[config.mk]
export PLATFORM = sky130hd
export DESIGN_NAME = instr_fetch
export DESIGN_NICKNAME = d
export VERILOG_FILES = /design/src/rtl/instr_fetch.sv
export SDC_FILE = /design/constraint.sdc
export NUM_CORES = 1
export LEC_CHECK = 0
export CAP_MARGIN = 25
export CORE_UTILIZATION = 44
export CTS_CLUSTER_SIZE = 8
export DETAILED_ROUTE_END_ITERATION = 10
export PLACE_DENSITY = 0.79
export SLEW_MARGIN = 10
export SYNTH_ARGS = -nofsm -noshare
export SYNTH_HDL_FRONTEND = slang
export SYNTH_SLANG_ARGS = --single-unit
[constraint.sdc]
create_clock -name clk -period 2.4 [get_ports clk]
set_input_delay 0.36 -clock clk [delete_from_list [all_inputs] [get_ports clk]]
set_output_delay 0.36 -clock clk [all_outputs]
set_load 0.03 [all_outputs]
[src/rtl/instr_fetch.sv]
// Instruction fetch stage: owns the PC, drives the instruction SRAM and hands
// fetched words to decode over a valid/ready handshake.
module instr_fetch #(
  parameter logic [31:0] RESET_PC = 32'h0000_0000,
  parameter int          RD_LAT   = 1,
  parameter int          CNT_W    = 16
) (
  input  logic             clk,
  input  logic             rst_n,
  input  logic             en,
  input  logic             redirect_valid,
  input  logic [31:0]      redirect_pc,
  output logic             imem_cs,
  output logic             imem_oe,
  output logic             imem_we,
  output logic [31:0]      imem_addr,
  output logic [31:0]      imem_din,
  input  logic [31:0]      imem_dout,
  output logic             out_valid,
  input  logic             out_ready,
  output logic [31:0]      instr,
  output logic [31:0]      instr_pc,
  output logic [CNT_W-1:0] instr_count,
  output logic             misalign_err
);

  typedef enum logic [1:0] {
    IDLE,
    REQ,
    HOLD
  } state_t;

  localparam logic [3:0] LAST_WAIT = 4'(RD_LAT - 1);

  state_t      state;
  state_t      next_state;
  logic [31:0] pc;
  logic [3:0]  wait_cnt;
  logic        handshake;
  logic        fetch_done;

  assign handshake  = out_valid && out_ready;
  assign fetch_done = (state == REQ) && (wait_cnt == LAST_WAIT);

  // SRAM strobes come straight from the state register so no input can glitch them
  assign imem_cs   = (state == REQ);
  assign imem_oe   = (state == REQ);
  assign imem_we   = 1'b0;
  assign imem_din  = 32'h0000_0000;
  assign imem_addr = pc;

  always_ff @(posedge clk or negedge rst_n) begin
    if (!rst_n) begin
      state <= IDLE;
    end else begin
      state <= next_state;
    end
  end

  always_comb begin
    next_state = state;
    if (redirect_valid) begin
      next_state = en ? REQ : IDLE;
    end else begin
      case (state)
        IDLE:    if (en) next_state = REQ;
        REQ:     if (fetch_done) next_state = HOLD;
        HOLD:    if (handshake) next_state = en ? REQ : IDLE;
        default: next_state = IDLE;
      endcase
    end
  end

  // A redirect overrides any fetch completion, but an accept in the same cycle still counts
  always_ff @(posedge clk or negedge rst_n) begin
    if (!rst_n) begin
      pc           <= RESET_PC;
      wait_cnt     <= 4'd0;
      instr        <= 32'h0000_0000;
      instr_pc     <= 32'h0000_0000;
      out_valid    <= 1'b0;
      instr_count  <= '0;
      misalign_err <= 1'b0;
    end else begin
      if (handshake) begin
        instr_count <= instr_count + CNT_W'(1);
      end
      if (redirect_valid) begin
        pc        <= {redirect_pc[31:2], 2'b00};
        wait_cnt  <= 4'd0;
        out_valid <= 1'b0;
        if (redirect_pc[1:0] != 2'b00) begin
          misalign_err <= 1'b1;
        end
      end else begin
        case (state)
          IDLE: begin
            wait_cnt <= 4'd0;
          end
          REQ: begin
            if (fetch_done) begin
              instr     <= imem_dout;
              instr_pc  <= pc;
              pc        <= pc + 32'd4;
              out_valid <= 1'b1;
              wait_cnt  <= 4'd0;
            end else begin
              wait_cnt <= wait_cnt + 4'd1;
            end
          end
          HOLD: begin
            if (handshake) begin
              out_valid <= 1'b0;
            end
          end
          default: begin
            wait_cnt <= 4'd0;
          end
        endcase
      end
    end
  end

endmodule

==> flow_summary.toml, run 1 <==
[clocking]
numCtsBuffers = 17
cts.sinks = 116
clockRootBuffer = "clkbuf_16"
postCtsSetupBuffers = 0
worst_skew_pair.late_latency_ns = 0.41
clk_path_buf_depth = 2
tritoncts = "done"
path_clk_slew_ns = 0.05
h-tree-depth = 4

[die]
row_count = 40
io_pins = 218
core-area_um2 = 12200
dieArea_um2 = 13100
dieHeight_um = 114
fp.dieW_um = 114
initial_utilization_pct = 45.6

[yosys]
syn_area_per_cell_um2 = 11.3
ys_types = 47
synth-seq-area-share_pct = 52.3
syn_area_um2 = 5550
synthCells = 489
synth_seq_cells = 116
ys_warn_count = 0
synth_edf_count = 0
synth-main-ff-cell = "dfrtp_1"
synthArstFlopShare_pct = 100

[flow_run]
maxCapViolations = 0

[critical_path]
path_buf_inv = 2
cp_top_family = "buffers and inverters"
path_cells = "nand2b_1 -> clkinv_1 -> clkdlybuf4s50_1"
worstPathArrival_ns = 1.98
timing_worst_setup_path_type = "flip-flop to output pin"
max_stage_delay_ns = 0.68
slowest_stage = "clkdlybuf4s50_1"
crit_fanout = 9
cp.required_ns = 2.04
worst_setup_path_start_kind = "flip-flop"
crit_path_end_kind = "output pin"

[drt]
first_pass_iters = 4
wire_per_inst_um = 15.4
detail_route.vias_per_cell = 5.17
num_vias = 4437
ant_nets = 0
wirelength_um = 13200
drc_errors = 0
drtIter0Drc = 227

[final_layout]
nets = 751
drive_above_1_share_pct = 15.9
syn_to_final_growth_pct = 43.9
diodes = 0

[sta]
min_period_over_period_pct = 97.3
layout_min_cycle_time_ns = 2.34
hold_viol_final = 0
finalMaxSlewViolations = 0
tightest_slew_ns = 0.792
finClkSkew_ns = 0.00677
setup-violations-final = 0
setup_tns_ns = 0
clock.fmax_mhz = 428
maxSlewHeadroom_pct = 46.7

[pwr]
ir_drop_mv = 0.552
p_total_w = 0.00726
cellLeakagePower_nw = 3.26
power_per_cell_area_nw_per_um2 = 910

[min_path]
hp-class = "input pin to asynchronous set/reset pin"

[placed_design]
port_buffers = 180
gp_congestion = 0.799
dp_hpwl_um = 9590

[global_routing]
grt_pass1_wl_um = 21300
grt_max_degree = 65
grt_pass1_vias = 4393
antenna_found_initial = 0
grt-ovfl-total = 0
track_usage_pct = 21.2

[status]
status = "finished, final reports clean"
through the flow:
| step | instances | util (%) | setup WS [ns] | hold slack (ns) | cell area [um2] |
|---|---|---|---|---|---|
| 6_report | 858 | 65.6 | 0.0648 | 0.369 | 7980 |
| 3_5_place_dp | 826 | 61.0 | -0.0468 | 0.244 | 7420 |
| 2_1_floorplan | 525 | - | 0.236 | 0.0644 | 5680 |
| 5_1_grt | 858 | 65.6 | -0.00598 | 0.378 | 7980 |
| 4_1_cts | 858 | 65.6 | 0.0742 | 0.359 | 7980 |
| 3_3_place_gp | 826 | 61.0 | 0.0828 | 0.237 | 7420 |
cell type report:
class / instances / area, um2
repair buffers: 194 / 1930
inverters: 9 / 33.8
clock buffers: 26 / 489
well taps: 168 / 210
flip-flops and latches: 116 / 2900
multi-input cells: 340 / 2360
clock inverters: 5 / 50.0
fillers: 950 / 4180
synth_stat cells (2+ instances only):
| library cell | instances | area (um2) |
|---|---|---|
| and4_1 | 5 | 43.8 |
| dlymetal6s2s_1 | 2 | 25.0 |
| nor4_1 | 8 | 50.1 |
| nand4bb_1 | 2 | 22.5 |
| dfrtp_1 | 116 | 2900 |
| nand2_1 | 36 | 135 |
| nand4_1 | 10 | 62.6 |
| ha_1 | 4 | 50.1 |
| buf_2 | 7 | 35.0 |
| o21ai_0 | 16 | 80.1 |
| clkbuf_1 | 10 | 37.5 |
| a31oi_1 | 16 | 100 |
| inv_1 | 7 | 26.3 |
| nand4b_1 | 4 | 35.0 |
| or3_1 | 5 | 31.3 |
| xor2_1 | 7 | 61.3 |
| nand2b_1 | 4 | 25.0 |
| nand3b_1 | 3 | 22.5 |
| o211ai_1 | 4 | 30.0 |
| o31ai_1 | 9 | 67.6 |
| a21oi_1 | 7 | 35.0 |
| nor2_1 | 23 | 86.3 |
| buf_4 | 40 | 300 |
| nor2b_1 | 2 | 12.5 |
| and3_1 | 4 | 25.0 |
| nand3_1 | 19 | 95.1 |
| o41ai_1 | 4 | 35.0 |
| nor3_1 | 7 | 35.0 |
| or4_1 | 11 | 82.6 |
| xnor2_1 | 17 | 149 |
| mux2_2 | 63 | 709 |
| clkinv_1 | 2 | 7.51 |
routing by layer:
layer / routed length (um) / track usage [%]
met3: 953 / 5.88
met5: 0 / 0
met4: 123 / 8.40
met2: 6550 / 35.4
met1: 5610 / 25.9
cells in the final DEF (no fill, tap or decap), types with 5 or more instances in the layout:
cell type        Yosys  layout
a21oi_1              7       7
a31oi_1             16      16
and4_1               5       5
buf_4               40      12
clkbuf_1            10       6
clkbuf_16            0      17
clkdlybuf4s50_1      0     178
conb_1               1      37
dfrtp_1            116     116
inv_1                7       7
mux2_2              63      63
nand2_1             36      36
nand3_1             19      18
nand4_1             10      10
nor2_1              23      22
nor3_1               7       7
nor4_1               8       8
o21ai_0             16      16
o31ai_1              9       9
or4_1               11      11
xnor2_1             17      17
xor2_1               7       7
sequential cells by signal (all words and copies together) (netlist names):
register      count
wait_cnt          4
instr            32
misalign_err      1
out_valid         1
instr_count      16
state             2
imem_addr        30
instr_pc         30
path summary, 6_finish.rpt:
path,slack [ns],to,start,cells past startpoint
min in group clk,0.47,misalign_err,misalign_err,1
setup / recovery,0.06,imem_cs,state[1],3
hold reg to reg,0.47,misalign_err,misalign_err,1
hold / removal,0.37,instr[1],rst_n,2
max in group asynchronous,1.32,instr[22],rst_n,3
setup reg to reg,0.12,imem_addr[14],wait_cnt[0],6
worst register-to-register path, stage by stage (launching register included):
cell and delay (ns):
dfrtp_1 0.41, inv_1 0.10, ha_1 0.17, or3b_4 0.40, or3_1 0.53, or4_1 0.44, a31oi_1 0.16
logic make-up (layout without fill, tap and decap cells):
group                    Yosys count  in the layout  synth area share [%]
AND/OR/NAND/NOR                  150            150                  15.1
flip-flops                       116            116                  52.3
buffers and inverters             69            234                  7.87
multiplexers                      64             64                  13.0
AO/OA/AOI/OAI                     61             61                  7.01
XOR/XNOR                          24             24                  3.79
adder cells (fa/ha/maj)            4              4                 0.902
other                              1             37                0.0676
report_power, final:
part           leakage [nW]  switching (W)  internal, W
logic                  1.60        0.00129      0.00107
clock network         0.268       0.000795      0.00149
registers              1.39       0.000282      0.00234
what timing repair did:
action / CTS / global route
hold buffers: 1 / 0
resized for setup: 1 / 2
endpoints found under the setup margin: 5 / 1
hold endpoints to repair: 16 / 0
No activity file was read; power rests on OpenSTA's default activity.
==> run 2: changes to the inputs <==
--- a/config.mk
+++ b/config.mk
@@ -6,6 +6,7 @@
 export NUM_CORES = 1
 export LEC_CHECK = 0
 export CAP_MARGIN = 25
+export CORE_ASPECT_RATIO = 0.6
 export CORE_UTILIZATION = 44
 export CTS_CLUSTER_SIZE = 8
 export DETAILED_ROUTE_END_ITERATION = 10
==> run 2 against run 1 <==
Die area increased by 0.12%. Clock skew is essentially flat. Worst setup slack worse by 0.017 ns. Sequential share of layout area shrank 0.58 points. Non-clock buffer count rose by 9. Routed wire length grew 11%. Register-to-register slack worse by 0.07 ns. Cell area is 1.6% higher. Flip-flop and latch count did not move. Critical path depth increased by 4. Utilization rose by 0.97 points. Clock power is 12% higher.
==> flow_summary.toml, run 2 (synthesis gave the netlist of run 1 again) <==
[clocking]
tritoncts = "done"
h-tree-depth = 4
clockRootBuffer = "clkbuf_16"
worst_skew_pair.late_latency_ns = 0.41
cts.sinks = 116
clk_path_buf_depth = 2
path_clk_slew_ns = 0.05
numCtsBuffers = 17

[die]
row_count = 31
fp.dieW_um = 147
dieHeight_um = 89.0
dieArea_um2 = 13100
io_pins = 218
core-area_um2 = 12200
initial_utilization_pct = 45.6

[sta]
setup-violations-final = 0
hold_slack_ns = 0.466
min_period_over_period_pct = 98.0
finClkSkew_ns = 0.00699
maxSlewHeadroom_pct = 56.5
finalMaxSlewViolations = 0
layout_min_cycle_time_ns = 2.35
setup_tns_ns = 0
hold_viol_final = 0
tightest_slew_ns = 0.652
clock.fmax_mhz = 425

[global_routing]
grt_use_met1_pct = 31.3
top_usage_layer = "met2"
gr-usage-met2_pct = 34.3
grt_max_degree = 52
grt_pass1_wl_um = 22800
use_met3_pct = 7.30
antenna_found_initial = 0
grt-ovfl-total = 0
grt_pass1_vias = 4313
track_usage_pct = 22.7

[final_layout]
largest_register_ffs = 32
layout_commonest_cell = "clkdlybuf4s50_1"
final_cell_mix = "clkdlybuf4s50_1 (178), dfrtp_1 (116), mux2_2 (63)"
instances_no_fill = 863
top_register = "instr"
fillers = 939
syn_to_final_growth_pct = 46.2
regArea_um2 = 2900
nets = 760
drive_above_1_share_pct = 17.6
stdcell_area_um2 = 8110
multiInputGateArea_um2 = 2360
diodes = 0

[drt]
ant_nets = 0
first_pass_iters = 5
wirelength_um = 14700
wire_per_inst_um = 17.1
drtIter0Drc = 403
detail_route.vias_per_cell = 5.27
drc_errors = 0
num_vias = 4545

[placed_design]
port_buffers = 180
dp_hpwl_um = 10400
gp_congestion = 0.840
dp_cells = 830
post_dp_cell_area_um2 = 7480

[critical_path]
cp.required_ns = 2.72
crit_path_end_kind = "flip-flop"
slowest_stage = "dfrtp_1"
cp_top_family = "simple AND/OR/NAND/NOR gates"
path_buf_inv = 2
max_stage_delay_ns = 0.42
timing_worst_setup_path_type = "flip-flop to flip-flop"
worstPathArrival_ns = 2.68
crit_fanout = 19
worst_setup_path_start_kind = "flip-flop"
path_cells = "inv_1 -> ha_1 -> or3b_4 -> or3_1 -> buf_6 -> or4_1 -> a31oi_1"

[flow_run]
maxCapViolations = 0

[pwr]
p_total_w = 0.00759
power_per_cell_area_nw_per_um2 = 935
cellLeakagePower_nw = 3.33
ir_drop_mv = 0.523

[min_path]
hp-class = "flip-flop to flip-flop"

[status]
status = "finished, final reports clean"
==> run 2: path summary, 6_finish.rpt <==
check | start | endpoint | slack [ns] | depth (start not counted)
setup / recovery | wait_cnt[1] | imem_addr[13] | 0.05 | 7
hold / removal | instr_count[15] | instr_count[15] | 0.47 | 1
setup reg to reg | wait_cnt[1] | imem_addr[13] | 0.05 | 7
hold reg to reg | instr_count[15] | instr_count[15] | 0.47 | 1
max in group asynchronous | rst_n | instr[5] | 1.13 | 3
min in group asynchronous | rst_n | instr_count[12] | 0.55 | 2
==> run 2: per-layer routing <==
metal  routed length [um]  share of wire [%]
met5                    0                  0
met4                  199                1.4
met3                 1230                8.4
met2                 6900                 47
met1                 6380                 43
==> run 2: where the power goes <==
group	internal [W]	switching [W]
Clock	0.00167	0.000885
Sequential	0.00234	0.000288
Combinational	0.00109	0.00133
==> run 2: layout make-up <==
class	instances	share of cell area [%]
clock buffer	20	5.63
clock inverter	10	1.63
inverter	9	0.416
multi-input combinational	340	29.1
sequential	116	35.8
tap	165	2.54
timing repair buffer	203	24.9
==> run 2: metrics by stage <==
step           util, %  setup slack, ns
3_5_place_dp      61.4           0.0559
3_3_place_gp      61.4            0.206
2_1_floorplan        -            0.236
6_report          66.6           0.0477
4_1_cts           66.4           0.0561
5_1_grt           66.6          -0.0352
==> run 2: timing repair <==
item                                    CTS  global route
hold endpoints to repair                  5             0
buffers inserted                          0             2
hold buffers                              1             0
gates resized for setup                   0             4
endpoints found under the setup margin    0             7
==> run 3: changes to the inputs <==
==> constraint.sdc (replaced) <==
create_clock -name clk -period 2.4 [get_ports clk]
set_input_delay 0.6 -clock clk [delete_from_list [all_inputs] [get_ports clk]]
set_output_delay 0.6 -clock clk [all_outputs]
set_load 0.03 [all_outputs]
==> run 3 against run 2 <==
Cell count fell by 0.35%. Routed wire length fell by 3.7%. Critical endpoint is now imem_addr[27]. Flip-flop and latch count did not move. Global-route usage fell by 0.54 points. Clock skew rose by 0.0051 ns. Non-clock buffer count fell by 5. Combinational power barely moved. Worst hold slack got worse by 0.26 ns.
==> flow_summary.toml, run 3 (synthesis gave the netlist of run 1 again) <==
[sta]
postLayoutSetupSlackWorst_ns = 0.104
tightest_slew_ns = 0.596
finalMaxSlewViolations = 0
setup-violations-final = 0
hold_viol_final = 0
clock.fmax_mhz = 436
min_period_over_period_pct = 95.7
setup_tns_ns = 0
finClkSkew_ns = 0.0121
layout_min_cycle_time_ns = 2.30
rsz0062_at_grt = "false"
maxSlewHeadroom_pct = 59.9

[clocking]
cts.sinks = 116
ctsHoldBuffers = 0
tritoncts = "done"
h-tree-depth = 4
worst_skew_pair.late_latency_ns = 0.41
numCtsBuffers = 17
clockRootBuffer = "clkbuf_16"
clk_path_buf_depth = 2
postCtsSetupBuffers = 0
path_clk_slew_ns = 0.05

[critical_path]
worstPathArrival_ns = 2.62
max_stage_delay_ns = 0.51
timing_worst_setup_path_type = "flip-flop to flip-flop"
cp.required_ns = 2.72
crit_fanout = 19
crit_path_end_kind = "flip-flop"
worst_setup_path_start_kind = "flip-flop"
slowest_stage = "or3_4"
path_cells = "inv_1 -> ha_1 -> or3b_4 -> or3_4 -> or4_1 -> a31oi_1"

[global_routing]
grt_max_degree = 44
grt-ovfl-total = 0
antenna_found_initial = 0
grt_pass1_wl_um = 22400
track_usage_pct = 22.2
grt_pass1_vias = 4287

[placed_design]
place_ws_ns = -0.0398
port_buffers = 180
dp_hpwl_um = 10100
gp_congestion = 0.839
dp_cells = 828

[die]
core-area_um2 = 12200
row_count = 31
dieArea_um2 = 13100
fp.dieW_um = 147
initial_utilization_pct = 45.6
io_pins = 218
dieHeight_um = 89.0

[drt]
wire_per_inst_um = 16.5
drc_errors = 0
num_vias = 4468
wirelength_um = 14200
first_pass_iters = 5
drtIter0Drc = 338
detail_route.vias_per_cell = 5.20
ant_nets = 0

[min_path]
hp-class = "input pin to asynchronous set/reset pin"

[final_layout]
fillers = 906
nets = 755
instances_no_fill = 860
syn_to_final_growth_pct = 46.0
final_core_util_pct = 66.5
layout_commonest_cell = "clkdlybuf4s50_1"
largest_register_ffs = 32
final_cell_mix = "clkdlybuf4s50_1 (177), dfrtp_1 (116), mux2_2 (63)"
diodes = 0
regArea_um2 = 2900
drive_above_1_share_pct = 16.8
top_register = "instr"
multiInputGateArea_um2 = 2360

[pwr]
cellLeakagePower_nw = 3.31
ir_drop_mv = 0.536
power_per_cell_area_nw_per_um2 = 944

[status]
status = "finished, final reports clean"

[flow_run]
maxCapViolations = 0
-- run 3: cell types whose count changed in the layout (fill, tap and decap cells not counted), moves of 2 or more --
cell           before  now
buf_12              3    5
clkbuf_1            1    4
buf_4              19   14
dlygate4sd2_1       0    2
-- run 3: repair_timing --
action,in CTS,in global routing
hold endpoints to repair,0,0
gates resized for setup,3,0
endpoints found under the setup margin,8,0
-- run 3: final timing paths --
check,startpoint,to,slack [ns],cells after the start
max,wait_cnt[0],imem_addr[27],0.10,6
min,rst_n,instr_count[15],0.20,1
max reg2reg,wait_cnt[0],imem_addr[27],0.10,6
min reg2reg,instr_count[15],instr_count[15],0.47,1
max in group asynchronous,rst_n,imem_addr[8],1.58,2
min in group clk,instr_count[15],instr_count[15],0.47,1
-- run 3: per-layer routing --
| layer | vias up | global-route usage [%] | wire, um |
|---|---|---|---|
| met3 | 15 | 7.50 | 1100 |
| met5 | - | 0 | 0 |
| li1 | 2083 | - | - |
| met2 | 181 | 32.4 | 6440 |
| met1 | 2189 | 30.9 | 6490 |
| met4 | 0 | 7.59 | 140 |
-- run 3: cell type report --
cell class | count | share of cell area, %
Inverter | 9 | 0.417
Tap cell | 165 | 2.55
Clock inverter | 10 | 1.91
Sequential cell | 116 | 35.8
Clock buffer | 22 | 5.60
Timing Repair Buffer | 198 | 24.6
Multi-Input combinational cell | 340 | 29.1
-- run 3: worst max-delay path: cells and delay by family (launching register included) --
kind,cells,cell delay (ns)
flops,1,0.40
buf+inv,1,0.11
simple gates,3,1.36
fa+ha+maj,1,0.17
compound gates,1,0.18
-- run 3: where the power goes --
part | internal (W) | switching, W
Clock | 0.00176 | 0.000867
Sequential | 0.00234 | 0.000284
Combinational | 0.00109 | 0.00132
Total | 0.00518 | 0.00247
-- run 3: metrics by stage --
stage	cell area (um2)	hold WS, ns	total power (W)
2_1_floorplan	5680	0.304	0.00399
3_3_place_gp	7490	0.454	0.00501
3_5_place_dp	7490	0.453	0.00506
4_1_cts	8100	0.204	0.00773
5_1_grt	8100	0.224	0.00799
6_report	8100	0.202	0.00765
